==> config.mk <==
export PLATFORM = sky130hd
export DESIGN_NAME = vram_arbiter
export DESIGN_NICKNAME = d
export VERILOG_FILES = /design/src/rtl/vram_arbiter_pkg.sv /design/src/rtl/vram_arbiter_stats.sv /design/src/rtl/vram_arbiter.sv
export SDC_FILE = /design/constraint.sdc
export NUM_CORES = 1
export LEC_CHECK = 0
export ABC_AREA = 1
export CAP_MARGIN = 15
export CORE_MARGIN = 4
export CORE_UTILIZATION = 36
export DETAILED_ROUTE_END_ITERATION = 8
export PLACE_DENSITY = 0.93
export SLEW_MARGIN = 20
export SYNTH_ARGS = -nofsm -noshare
export SYNTH_HDL_FRONTEND = slang
export SYNTH_SLANG_ARGS = --single-unit
==> constraint.sdc <==
create_clock -name clk -period 2.82 [get_ports clk]
set_input_delay 0.423 -clock clk [delete_from_list [all_inputs] [get_ports clk]]
set_output_delay 0.423 -clock clk [all_outputs]
set_load 0.01 [all_outputs]
==> src/rtl/vram_arbiter_pkg.sv <==
// Shared definitions for the VRAM arbiter: FSM state encoding, statistics
// counter widths and the slot-counter width helper.
package vram_arbiter_pkg;

   typedef enum logic [2:0] {
      ARB_IDLE,
      ARB_WAIT,
      ARB_DATA,
      ARB_DONE,
      ARB_HOLD
   } arb_state_e;

   localparam int STAT_STEALS_W = 16;
   localparam int STAT_WAIT_W   = 8;

   function automatic int slot_w(input int period);
      return (period > 1) ? $clog2(period) : 1;
   endfunction

endpackage

==> src/rtl/vram_arbiter_stats.sv <==
// Optional arbiter statistics: saturating count of video slots stolen by the
// CPU and the longest CPU wait, in cycles, from request to grant.
module vram_arb_stats
   import vram_arbiter_pkg::*;
(
   input  logic                     clk,
   input  logic                     reset,
   input  logic                     grant,
   input  logic                     vid_req,
   input  logic                     wait_start,
   input  logic                     in_wait,
   output logic [STAT_STEALS_W-1:0] stat_steals,
   output logic [STAT_WAIT_W-1:0]   stat_max_wait
);

   logic [STAT_STEALS_W-1:0] steals_q, steals_d;
   logic [STAT_WAIT_W-1:0]   wait_cnt_q, wait_cnt_d;
   logic [STAT_WAIT_W-1:0]   max_wait_q, max_wait_d;
   logic [STAT_WAIT_W-1:0]   cur_wait;

   always_comb begin
      steals_d   = steals_q;
      wait_cnt_d = wait_cnt_q;
      max_wait_d = max_wait_q;
      // A grant straight from IDLE waited zero cycles.
      cur_wait   = in_wait ? wait_cnt_q : '0;

      if (grant && vid_req && (steals_q != '1))
         steals_d = steals_q + STAT_STEALS_W'(1);

      if (grant) begin
         wait_cnt_d = '0;
         if (cur_wait > max_wait_q)
            max_wait_d = cur_wait;
      end else if (wait_start) begin
         wait_cnt_d = STAT_WAIT_W'(1);
      end else if (in_wait && (wait_cnt_q != '1)) begin
         wait_cnt_d = wait_cnt_q + STAT_WAIT_W'(1);
      end
   end

   always_ff @(posedge clk or posedge reset) begin
      if (reset) begin
         steals_q   <= '0;
         wait_cnt_q <= '0;
         max_wait_q <= '0;
      end else begin
         steals_q   <= steals_d;
         wait_cnt_q <= wait_cnt_d;
         max_wait_q <= max_wait_d;
      end
   end

   assign stat_steals   = steals_q;
   assign stat_max_wait = max_wait_q;

endmodule

==> src/rtl/vram_arbiter.sv <==
// Shares one synchronous VRAM port between the video fetcher (default owner)
// and the CPU (req/ack). Define VRAM_ARBITER_STATS_EN to build the statistics counters.
module vram_arbiter
   import vram_arbiter_pkg::*;
#(
   parameter int ADDR_W          = 16,
   parameter int DATA_W          = 8,
   parameter int CPU_SLOT_PERIOD = 8
) (
   input  logic                     clk,
   input  logic                     reset,
   input  logic                     vid_req,
   input  logic [ADDR_W-1:0]        vid_addr,
   output logic [DATA_W-1:0]        vid_data,
   output logic                     vid_valid,
   input  logic                     cpu_req,
   input  logic                     cpu_we,
   input  logic [ADDR_W-1:0]        cpu_addr,
   input  logic [DATA_W-1:0]        cpu_wdata,
   output logic [DATA_W-1:0]        cpu_rdata,
   output logic                     cpu_ack,
   output logic [ADDR_W-1:0]        mem_addr,
   output logic                     mem_we,
   output logic [DATA_W-1:0]        mem_wdata,
   input  logic [DATA_W-1:0]        mem_rdata,
   output logic [STAT_STEALS_W-1:0] stat_steals,
   output logic [STAT_WAIT_W-1:0]   stat_max_wait
);

   localparam int              SLOT_W    = slot_w(CPU_SLOT_PERIOD);
   localparam logic [SLOT_W-1:0] LAST_SLOT = SLOT_W'(CPU_SLOT_PERIOD - 1);

   arb_state_e        state_q, state_d;
   logic [SLOT_W-1:0] slot_q, slot_d;
   logic              we_q, we_d;
   logic [DATA_W-1:0] cpu_rdata_q, cpu_rdata_d;
   logic [DATA_W-1:0] vid_hold_q, vid_hold_d;
   logic              vid_own_q, vid_own_d;
   logic              cpu_pending;
   logic              grant;

   always_comb begin
      // NOTE: every signal gets a default before any branch, so no latch can be inferred.
      slot_d      = (slot_q == LAST_SLOT) ? '0 : slot_q + SLOT_W'(1);
      state_d     = state_q;
      we_d        = we_q;
      cpu_rdata_d = cpu_rdata_q;

      cpu_pending = ((state_q == ARB_IDLE) && cpu_req) || (state_q == ARB_WAIT);
      // Gated by reset so no write strobe can escape while reset is held.
      grant       = cpu_pending && ((slot_q == LAST_SLOT) || !vid_req) && !reset;

      mem_addr  = grant ? cpu_addr : vid_addr;
      mem_we    = grant && cpu_we;
      mem_wdata = cpu_wdata;

      vid_own_d  = vid_req && !grant;
      vid_data   = vid_own_q ? mem_rdata : vid_hold_q;
      vid_hold_d = vid_data;

      if (grant)
         we_d = cpu_we;

      case (state_q)
         ARB_IDLE: if (cpu_req) state_d = grant ? ARB_DATA : ARB_WAIT;
         ARB_WAIT: if (grant) state_d = ARB_DATA;
         ARB_DATA: begin
            if (!we_q)
               cpu_rdata_d = mem_rdata;
            state_d = ARB_DONE;
         end
         // A request still high after its ack is parked until released.
         ARB_DONE: state_d = cpu_req ? ARB_HOLD : ARB_IDLE;
         ARB_HOLD: if (!cpu_req) state_d = ARB_IDLE;
         default:  state_d = ARB_IDLE;
      endcase
   end

   // NOTE: sequential state uses non-blocking assignments so all flops update together.
   always_ff @(posedge clk or posedge reset) begin
      if (reset) begin
         state_q     <= ARB_IDLE;
         slot_q      <= '0;
         we_q        <= 1'b0;
         cpu_rdata_q <= '0;
         vid_hold_q  <= '0;
         vid_own_q   <= 1'b0;
      end else begin
         state_q     <= state_d;
         slot_q      <= slot_d;
         we_q        <= we_d;
         cpu_rdata_q <= cpu_rdata_d;
         vid_hold_q  <= vid_hold_d;
         vid_own_q   <= vid_own_d;
      end
   end

   assign cpu_ack   = (state_q == ARB_DONE);
   assign cpu_rdata = cpu_rdata_q;
   assign vid_valid = vid_own_q;

`ifdef VRAM_ARBITER_STATS_EN
   logic wait_start;
   logic in_wait;

   assign wait_start = (state_q == ARB_IDLE) && cpu_req && !grant;
   assign in_wait    = (state_q == ARB_WAIT);

   vram_arb_stats u_stats (
      .clk           (clk),
      .reset         (reset),
      .grant         (grant),
      .vid_req       (vid_req),
      .wait_start    (wait_start),
      .in_wait       (in_wait),
      .stat_steals   (stat_steals),
      .stat_max_wait (stat_max_wait)
   );
`else
   assign stat_steals   = '0;
   assign stat_max_wait = '0;
`endif

endmodule
==> results of run 1 <==
## stage by stage
step	setup slack, ps	util, %	cells
global route	41.9	55.8	309
detailed placement	166	53.7	305
CTS	12.0	55.5	309
floorplan	668	-	212
finish	220	55.8	309
global placement	260	53.7	305
## synth_stat cells, types with 3 or more instances
master                    number
sky130_fd_sc_hd__a21oi_1       7
sky130_fd_sc_hd__buf_4        33
sky130_fd_sc_hd__buf_6         3
sky130_fd_sc_hd__dfrtp_1      24
sky130_fd_sc_hd__inv_1        12
sky130_fd_sc_hd__mux2_2        3
sky130_fd_sc_hd__nand2_1      67
sky130_fd_sc_hd__nand3_1       5
sky130_fd_sc_hd__nor2_1       10
sky130_fd_sc_hd__o21ai_2       5
## logic make-up after synthesis
| family | count (synthesis) | synth area share (%) |
|---|---|---|
| DFF | 24 | 40.0 |
| adders and majority gates | 2 | 1.67 |
| other | 1 | 0.250 |
| AOI/OAI and AO/OA | 15 | 6.25 |
| muxes | 3 | 2.25 |
| buffers and inverters | 52 | 23.1 |
| and+or+nand+nor | 92 | 26.5 |
## worst min-delay path by stage
stage	from	to	slack (ps)	depth (start not counted)
after floorplan	slot_q[0]	slot_q[0]	400	1
after global placement	slot_q[0]	slot_q[0]	410	1
after detailed placement	slot_q[0]	slot_q[0]	420	1
after CTS	slot_q[0]	slot_q[0]	430	1
after global routing	slot_q[0]	slot_q[0]	450	1
final	slot_q[0]	slot_q[0]	430	1
## per-layer routing
| metal | GRT usage [%] | up-vias |
|---|---|---|
| li1 | - | 664 |
| met1 | 16.9 | 590 |
| met2 | 24.8 | 47 |
| met3 | 3.31 | 2 |
| met4 | 3.07 | 0 |
| met5 | 0 | - |
## report_power, final
group | total (uW) | internal, uW | leakage, uW | switching (uW)
Combinational | 847 | 431 | 0.000777 | 416
Sequential | 550 | 460 | 0.000289 | 90.1
Clock | 291 | 189 | 0.0000357 | 102
## state kept, by name (all words and copies together) (netlist names)
| register | cells |
|---|---|
| cpu_rdata | 8 |
| slot_q | 3 |
| state_q | 3 |
| vid_hold_q | 8 |
| vid_valid | 1 |
| we_q | 1 |
## worst max-delay path: cells and delay by family, from the launching register on
kind                     cells  cell delay [ps]
adder cells (fa/ha/maj)      2              410
flip-flops                   1              390
buffers and inverters        3              680
AO/OA/AOI/OAI                1              160
AND/OR/NAND/NOR              3              280
## layout make-up
class,instances,area [sq um],area share (%)
Sequential cell,24,601,26.7
Multi-Input combinational cell,136,653,29.1
Tap cell,50,62.6,2.78
Inverter,15,61.3,2.73
Clock buffer,3,41.3,1.84
Timing Repair Buffer,80,798,35.5
Clock inverter,1,30.0,1.34
==> summary.md, run 1 <==
| Metric | Value |
|---|---|
| Run status | `finished clean` |
| Post-synth top area share | `40.0%` |
| Clk slew on worst S/H paths | `80 ps` |
| Total power consumption of the routed design | `1690 uW` |
| Length of routed met3 wiring | `223 microns` |
| Buffers on Ports | `79` |
| Clock tree skew after final layout | `3.11 ps` |
| Seq/Total Area, Yosys | `40.0%` |
| Highest net fanout along the worst path | `22` |
| Max Slew Vio Count | `0` |
| Top cells by area, synth | `sky130_fd_sc_hd__dfrtp_1 40%, sky130_fd_sc_hd__nand2_1 17%, sky130_fd_sc_hd__buf_4 17%` |
| Setup TNS | `0 ps` |
| Antenna violations before repair | `0` |
| Arrival time of the worst setup path | `2180 ps` |
| Most frequent standard cell in the layout excluding fill and tap cells | `sky130_fd_sc_hd__clkdlybuf4s50_1` |
| Number of buffers inserted during clock tree synthesis | `3` |
| First-pass GRT wire length | `5900 microns` |
| Initial drt markers | `84` |
| Max Fclk | `385 MHz` |
| Sort of element at the end of the critical path | `output port` |
| Number of synthesis warnings | `0` |
| Antenna violation net count after detailed routing | `0` |
| CTS-repair resized insts | `0` |
| R2R Setup Slk | `1310 ps` |
| Count of H-tree levels built during CTS | `1` |
| Post-place instance area | `2160 sq um` |
| Clock period minus worst slack | `2600 ps` |
| Wire length on met2 | `2050 microns` |
| Top-level I/O count | `120` |
| Clock Sink Count | `24` |
| Syn Std Cell Area | `1500 sq um` |
| Total leakage power | `0.00110 uW` |
| Core footprint | `4030 sq um` |
| # Max-Cap Violations | `0` |
| Relative area change from synthesis to final layout | `49.7%` |
| Launching element type of the critical path | `register` |
| Maximum single-stage delay on the critical path | `480 ps` |
| Number of fill cells | `359` |
| Hold buffer count at CTS | `0` |
| Critical path cell sequence | `ha_1, ha_1, o21ai_2, inv_1, nand2_8, inv_6, nand2_1, nand2_1, clkdlybuf4s50_1` |
| Remaining global-route overflow | `0` |
| Clock tree buffer depth | `2` |
| Clock tree from TritonCTS | `yes` |
| Die extent in x | `72.6 microns` |
| Maximum number of pins on one net before global-route repair | `25` |
| RD Place Congestion | `0.785` |
| Number of flops mapped to enable cells by yosys | `0` |
| Cell at the root of the clock tree | `sky130_fd_sc_hd__clkbuf_8` |
| Via total after detailed routing | `1303` |
| Detailed placement HPWL | `3050 microns` |
| Gr usage total | `13.9%` |
| Synthesized instance count | `189` |
| Number of cells on the worst reg-to-reg path | `7` |
| Crit Reg-Reg Endpoint | `state_q[0]` |
| Final Cell Area | `2250 sq um` |
| Commonest cells after routing, fill and taps aside | `79 x sky130_fd_sc_hd__clkdlybuf4s50_1, 67 x sky130_fd_sc_hd__nand2_1, 24 x sky130_fd_sc_hd__conb_1, 24 x sky130_fd_sc_hd__dfrtp_1, 12 x sky130_fd_sc_hd__inv_1` |
| Number of storage elements in the synthesis netlist | `24` |
| Routed WL | `3760 microns` |
| Capture point of the critical path | `mem_addr[5]` |
| Share of async-settable or async-resettable flops after synthesis | `100%` |
| Most common flop cell mapped by yosys | `sky130_fd_sc_hd__dfrtp_1` |
| Wire length on met1 | `1470 microns` |
| Total power per unit cell area | `751 nW/um^2` |
| Critical path origin | `slot_q[0]` |
| Type of the tightest min-delay check | `reg -> reg` |
| Number of different library cells in the post-synthesis netlist | `24` |
| Overall die area | `5270 sq um` |
| Post-CTS Repair Setup Buffers | `0` |
| Critical-path top delay cell | `sky130_fd_sc_hd__clkdlybuf4s50_1` |
| Number of global-route vias before repair | `1292` |
| Fraction of layout instances using a drive strength above 1 | `9.65%` |
| Final clock period utilization by the worst path | `92.2%` |
| Worst vdd ir | `359 uV` |
| Detail-routed net length per standard cell | `12.2 microns` |
| Initial Util | `37.3%` |
| Number of failing hold endpoints at the final stage | `0` |
| Routed vias/inst | `4.22` |
| Worst hold margin | `430 ps` |
| Diode insertion count for antenna repair | `0` |
| DRC | `0` |
| Worst endpoint required time | `2400 ps` |
| Synth Area per Inst | `7.94 sq um` |
| Die Y | `72.6 microns` |
| Clock insertion delay at the later pin of the skew report | `260 ps` |
| Highest signal layer in the routed design | `met4` |
| Final count of negative-setup-slack endpoints | `0` |
| Setup repair after global routing missed its margin | `no` |
| First-pass DRT Iterations | `4` |
| Core Rows | `23` |
| Number of nets in the final layout | `315` |
| Setup Crit Path Kind | `reg -> out` |
| Top cell type by total area after synthesis | `sky130_fd_sc_hd__dfrtp_1` |
| RR Startpoint | `slot_q[0]` |
No activity file was read; power rests on OpenSTA's default activity.
==> run 2, diff against run 1 <==
Settings changed: ABC_AREA 1 to default, CORE_UTILIZATION 36 to 34, MAX_ROUTING_LAYER from default to met4, PLACE_DENSITY 0.93 to 0.92.
==> run 2 against run 1 <==
Cell count is 24% lower. Critical path depth shrank 3. Global-route usage down 1.2 points. Design area decreased by 4.0%. Sequential share of layout area up 1.1 points. Sequential power down 4.2%. Worst hold slack better by 12 ps. Via count fell by 26%. Clock skew down 1.0 ps.
==> summary.md, run 2 <==
| Metric | Value |
|---|---|
| Remaining global-route overflow | `0` |
| Worst max-slew margin expressed relative to the limit | `49.3%` |
| Clk slew on worst S/H paths | `80 ps` |
| Worst slack after detailed placement | `60.8 ps` |
| Top cells by area, synth | `sky130_fd_sc_hd__dfrtp_1 43%, sky130_fd_sc_hd__mux2_2 27%, sky130_fd_sc_hd__buf_4 17%` |
| R2R Setup Slk | `1060 ps` |
| Buffers on Ports | `79` |
| Overall die area | `5170 sq um` |
| Setup repair after global routing missed its margin | `yes` |
| Length of routed met3 wiring | `187 microns` |
| Core Rows | `22` |
| Initial Util | `36.5%` |
| Launching element type of the critical path | `input pin` |
| Type of the tightest min-delay check | `reg -> reg` |
| Hold-critical path depth | `1` |
| Synthesized instance count | `110` |
| PnR worst setup slack | `80.8 ps` |
| Share of async-settable or async-resettable flops after synthesis | `100%` |
| Post-synth top area share | `43.3%` |
| # Max-Cap Violations | `0` |
| Commonest cells after routing, fill and taps aside | `79 x sky130_fd_sc_hd__clkdlybuf4s50_1, 33 x sky130_fd_sc_hd__mux2_2, 24 x sky130_fd_sc_hd__conb_1, 24 x sky130_fd_sc_hd__dfrtp_1` |
| Syn Std Cell Area | `1390 sq um` |
| Highest net fanout along the worst path | `10` |
| Antenna violation net count after detailed routing | `0` |
| Die extent in x | `71.9 microns` |
| Post-layout utilization of the core | `56.8%` |
| Clock Sink Count | `24` |
| Crit Reg-Reg Endpoint | `cpu_rdata[0]` |
| Detail-routed net length per standard cell | `14.1 microns` |
| Clock period minus worst slack | `2740 ps` |
| Run status | `finished clean` |
| Number of synthesis warnings | `0` |
| Clock tree skew after final layout | `2.09 ps` |
| Worst vdd ir | `436 uV` |
| Number of failing hold endpoints at the final stage | `0` |
| Final clock period utilization by the worst path | `97.1%` |
| Wire length on met2 | `1820 microns` |
| Routed vias/inst | `4.11` |
| Measured slew at the worst slew-check pin | `756 ps` |
| Max Slew Vio Count | `0` |
| Count of H-tree levels built during CTS | `1` |
| Commonest cells in the netlist | `33 x sky130_fd_sc_hd__mux2_2, 32 x sky130_fd_sc_hd__buf_4, 24 x sky130_fd_sc_hd__dfrtp_1` |
| Core footprint | `3800 sq um` |
| First-pass GRT wire length | `4980 microns` |
| Gr usage total | `12.7%` |
| Number of buffers inserted during clock tree synthesis | `3` |
| Number of cells on the worst reg-to-reg path | `3` |
| Relative area change from synthesis to final layout | `55.5%` |
| Routed WL | `3300 microns` |
| Number of different library cells in the post-synthesis netlist | `21` |
| Number of nets in the final layout | `242` |
| Number of fill cells | `364` |
| Top cell type by total area after synthesis | `sky130_fd_sc_hd__dfrtp_1` |
| RD Place Congestion | `0.792` |
| Clock tree from TritonCTS | `yes` |
| Max Fclk | `365 MHz` |
| Arrival time of the worst setup path | `2320 ps` |
| Most common flop cell mapped by yosys | `sky130_fd_sc_hd__dfrtp_1` |
| Initial drt markers | `21` |
| Cell at the root of the clock tree | `sky130_fd_sc_hd__clkbuf_8` |
| Hold endpoint | `slot_q[0]` |
| Detailed placement HPWL | `2740 microns` |
| Final count of negative-setup-slack endpoints | `0` |
| DRC | `0` |
| Most frequent standard cell in the layout excluding fill and tap cells | `sky130_fd_sc_hd__clkdlybuf4s50_1` |
| Total power per unit cell area | `661 nW/um^2` |
| Die Y | `71.9 microns` |
| Via total after detailed routing | `961` |
| Synth Area per Inst | `12.6 sq um` |
| Clock tree buffer depth | `2` |
| First-pass DRT Iterations | `3` |
| RR Startpoint | `state_q[0]` |
| Number of storage elements in the synthesis netlist | `24` |
| Fraction of layout instances using a drive strength above 1 | `24.2%` |
| Maximum number of pins on one net before global-route repair | `25` |
| Sort of element at the end of the critical path | `output port` |
| Diode insertion count for antenna repair | `0` |
| Setup Crit Path Kind | `in -> out` |
| Min-Delay Startpoint | `slot_q[0]` |
| Antenna violations before repair | `0` |
| Highest signal layer in the routed design | `met4` |
| Clock insertion delay at the later pin of the skew report | `260 ps` |
| Top-count cell post-synth | `sky130_fd_sc_hd__mux2_2` |
| Total leakage power | `0.000917 uW` |
| Worst endpoint required time | `2400 ps` |
| Number of global-route vias before repair | `995` |
| Number of flops mapped to enable cells by yosys | `0` |
| Wire length on met1 | `1280 microns` |
| Top-level I/O count | `120` |
| Seq/Total Area, Yosys | `43.3%` |
## run 2: cell count changes after synthesis, moves of 6 or more
cell                      before  now
sky130_fd_sc_hd__nand2_1      67    0
sky130_fd_sc_hd__mux2_2        3   33
sky130_fd_sc_hd__inv_1        12    1
sky130_fd_sc_hd__nor2_1       10    2
sky130_fd_sc_hd__a21oi_1       7    1
## run 2: worst max-delay path by stage
stage / from / end / cells past startpoint
2_1_floorplan: slot_q[0] / mem_addr[10] / 6
3_3_place_gp: vid_req / mem_addr[5] / 6
3_5_place_dp: vid_req / mem_addr[12] / 6
4_1_cts: slot_q[0] / mem_addr[12] / 7
5_1_grt: slot_q[0] / mem_addr[5] / 7
6_report: vid_req / mem_addr[12] / 6
## run 2: layout make-up
type,count,area [sq um],area share (%)
Clock buffer,4,55.1,2.55
Inverter,1,3.75,0.174
Multi-Input combinational cell,74,617,28.6
Sequential cell,24,601,27.8
Tap cell,48,60.1,2.78
Timing Repair Buffer,83,821,38.1
## run 2: what timing repair did
item / CTS / global route
gates resized for setup: 0 / 1
setup endpoints to repair: 0 / 12
setup buffers: 0 / 0
hold buffers: 0 / 0
## run 2: worst max-delay path, cell delays in order
cell,delay [ps]
sky130_fd_sc_hd__clkdlybuf4s50_1,410
sky130_fd_sc_hd__nor2b_2,180
sky130_fd_sc_hd__nor4_4,220
sky130_fd_sc_hd__buf_4,230
sky130_fd_sc_hd__mux2_2,350
sky130_fd_sc_hd__clkdlybuf4s50_1,500
## run 2: where the power goes
group / internal, uW / total (uW) / switching, uW
combinational: 430 / 673 / 244
clock: 124 / 226 / 101
sequential: 457 / 527 / 69.7
total: 1010 / 1430 / 415
## run 2: layer usage
layer  GRT usage (%)  up-vias
li1                -      470
met3            3.09        2
met5               -        -
met4            1.46        0
met2            21.7       32
met1            15.7      457
## run 2: logic make-up after synthesis
| group | share of synthesized area (%) |
|---|---|
| AO/OA/AOI/OAI | 3.43 |
| AND/OR/NAND/NOR | 5.77 |
| multiplexers | 26.8 |
| adder cells (fa/ha/maj) | 1.80 |
| other | 0.270 |
| flip-flops | 43.3 |
| buffers and inverters | 18.7 |
## run 2: stage by stage
stage	instances	power (uW)	hold slack [ps]	setup TNS [ps]	area (sq um)
global placement	230	1200	423	0	2100
detailed placement	230	1220	427	0	2100
floorplan	133	887	403	0	1470
finish	234	1430	442	0	2160
global route	234	1510	469	-46.0	2160
CTS	234	1450	445	0	2150
==> run 3, diff against run 2 <==
Settings changed: SETUP_SLACK_MARGIN from default to 0.4.
==> run 3 against run 2 <==
First-iteration DRC count shrank 14%. Design area increased by 11%. Die area unchanged. Clock skew down 0.84 ps. Largest power group unchanged.
==> summary.md, run 3 (synthesis gave the netlist of run 2 again) <==
| Metric | Value |
|---|---|
| Multi-input logic area | `689 sq um` |
| Antenna violations before repair | `0` |
| Routing usage on met3 | `3.09%` |
| Core Rows | `22` |
| Number of nets in the final layout | `257` |
| Clock Sink Count | `24` |
| Buffers on Ports | `79` |
| Type of the tightest min-delay check | `in -> async` |
| Fraction of layout instances using a drive strength above 1 | `39.3%` |
| Setup repair after global routing missed its margin | `yes` |
| Clock tree from TritonCTS | `yes` |
| Final clock period utilization by the worst path | `86.4%` |
| Commonest cells after routing, fill and taps aside | `60 x sky130_fd_sc_hd__clkdlybuf4s50_1, 24 x sky130_fd_sc_hd__conb_1, 24 x sky130_fd_sc_hd__dfrtp_1, 24 x sky130_fd_sc_hd__buf_6, 19 x sky130_fd_sc_hd__mux2_2` |
| Worst max-slew margin expressed relative to the limit | `50.4%` |
| Final count of negative-setup-slack endpoints | `0` |
| Worst endpoint required time | `2400 ps` |
| Max Slew Vio Count | `0` |
| Final Cell Area | `2390 sq um` |
| Post-Layout Cell Count | `249` |
| Maximum number of pins on one net before global-route repair | `25` |
| Cell at the root of the clock tree | `sky130_fd_sc_hd__clkbuf_8` |
| Number of buffers inserted during clock tree synthesis | `3` |
| First-pass GRT wire length | `5580 microns` |
| Number of cells in the design after placement | `230` |
| Clock insertion delay at the later pin of the skew report | `260 ps` |
| Worst vdd ir | `455 uV` |
| Crit Reg-Reg Endpoint | `cpu_rdata[0]` |
| Gr busiest metal | `met2` |
| Launching element type of the critical path | `register` |
| Core footprint | `3800 sq um` |
| Initial drt markers | `18` |
| Relative area change from synthesis to final layout | `72.0%` |
| Routed WL | `4010 microns` |
| Via total after detailed routing | `1055` |
| Gr usage total | `14.3%` |
| Count of H-tree levels built during CTS | `1` |
| Capture point of the critical path | `mem_addr[3]` |
| Most frequent standard cell in the layout excluding fill and tap cells | `sky130_fd_sc_hd__clkdlybuf4s50_1` |
| Clk slew on worst S/H paths | `80 ps` |
| RR Startpoint | `state_q[0]` |
| Run status | `finished clean` |
| Routed vias/inst | `4.24` |
| Number of failing hold endpoints at the final stage | `0` |
| Total leakage power | `0.00109 uW` |
| Number of fill cells | `336` |
| Arrival time of the worst setup path | `2010 ps` |
| Clock tree buffer depth | `2` |
| Sort of element at the end of the critical path | `output port` |
| Number of global-route vias before repair | `1128` |
| Total power per unit cell area | `645 nW/um^2` |
| Highest net fanout along the worst path | `4` |
| Setup TNS | `0 ps` |
| Setup Crit Path Kind | `reg -> out` |
| # Max-Cap Violations | `0` |
| Met2 track demand over resource | `26.2%` |
| Diode insertion count for antenna repair | `0` |
| Hold buffer count at CTS | `0` |
| Max Fclk | `410 MHz` |
| Remaining global-route overflow | `0` |
| Top-level I/O count | `120` |
| Number of cells on the worst reg-to-reg path | `3` |
| Detail-routed net length per standard cell | `16.1 microns` |
| Grt met1 use | `16.6%` |
| Detailed placement HPWL | `2740 microns` |
| Critical path origin | `slot_q[0]` |
| Register area | `601 sq um` |
| DRC | `0` |
| Clock tree skew after final layout | `1.25 ps` |
| Overall die area | `5170 sq um` |
| R2R Setup Slk | `1070 ps` |
| RD Place Congestion | `0.792` |
| Initial Util | `36.5%` |
| Die Y | `71.9 microns` |
| Antenna violation net count after detailed routing | `0` |
| Measured slew at the worst slew-check pin | `740 ps` |
| First-pass DRT Iterations | `3` |
| Clock period minus worst slack | `2440 ps` |
| Post-place instance area | `2100 sq um` |
| Die extent in x | `71.9 microns` |
run 3: changes by cell type in the layout (fill, tap and decap cells not counted), moves of 5 or more:
| cell | before | now |
|---|---|---|
| sky130_fd_sc_hd__clkdlybuf4s50_1 | 79 | 60 |
| sky130_fd_sc_hd__buf_4 | 4 | 9 |
| sky130_fd_sc_hd__buf_6 | 0 | 24 |
| sky130_fd_sc_hd__mux2_4 | 0 | 14 |
| sky130_fd_sc_hd__mux2_2 | 33 | 19 |
run 3: worst min-delay path by stage:
stage               startpoint         to  slack [ps]
floorplan            slot_q[0]  slot_q[0]         400
global placement     slot_q[0]  slot_q[0]         420
detailed placement   slot_q[0]  slot_q[0]         430
CTS                      reset       we_q         440
global route         slot_q[0]  slot_q[0]         470
finish                   reset  slot_q[2]         440
run 3: final cells by class:
| class | count | area share (%) |
|---|---|---|
| flip-flops and latches | 24 | 25.2 |
| multi-input cells | 74 | 28.9 |
| clock buffers | 4 | 2.31 |
| inverters | 1 | 0.157 |
| well taps | 48 | 2.52 |
| repair buffers | 98 | 41.0 |
run 3: power breakdown:
group,leakage [uW],internal [uW],switching [uW]
Clock,0.0000288,124,102
Combinational,0.000771,504,280
Sequential,0.000289,457,70.7
run 3: through the flow:
stage	hold WS, ps	total power, uW	setup WS, ps	util (%)
floorplan	403	887	656	-
global placement	423	1200	109	55.3
detailed placement	427	1220	60.8	55.3
CTS	444	1490	399	59.4
global route	470	1620	284	62.8
finish	444	1540	382	62.8
run 3: critical path, cell delays in order (launching register included):
cell                              delay, ps
sky130_fd_sc_hd__dfrtp_1                370
sky130_fd_sc_hd__ha_2                   200
sky130_fd_sc_hd__ha_4                   150
sky130_fd_sc_hd__nor2b_4                 50
sky130_fd_sc_hd__nor4_4                 230
sky130_fd_sc_hd__buf_4                  200
sky130_fd_sc_hd__mux2_2                 330
sky130_fd_sc_hd__clkdlybuf4s15_2        230
run 3: per-layer routing:
layer / vias to the layer above / share of wire [%]
li1: 499 / -
met4: 0 / 1.1
met5: - / 0
met3: 6 / 4.8
met1: 514 / 39
met2: 36 / 55
run 3: repair_timing:
| item | in CTS | in global routing |
|---|---|---|
| resized for setup | 78 | 34 |
| pin swaps | 2 | 0 |
| gates cloned | 1 | 0 |
| endpoints found under the setup margin | 17 | 17 |
| setup buffers | 14 | 0 |
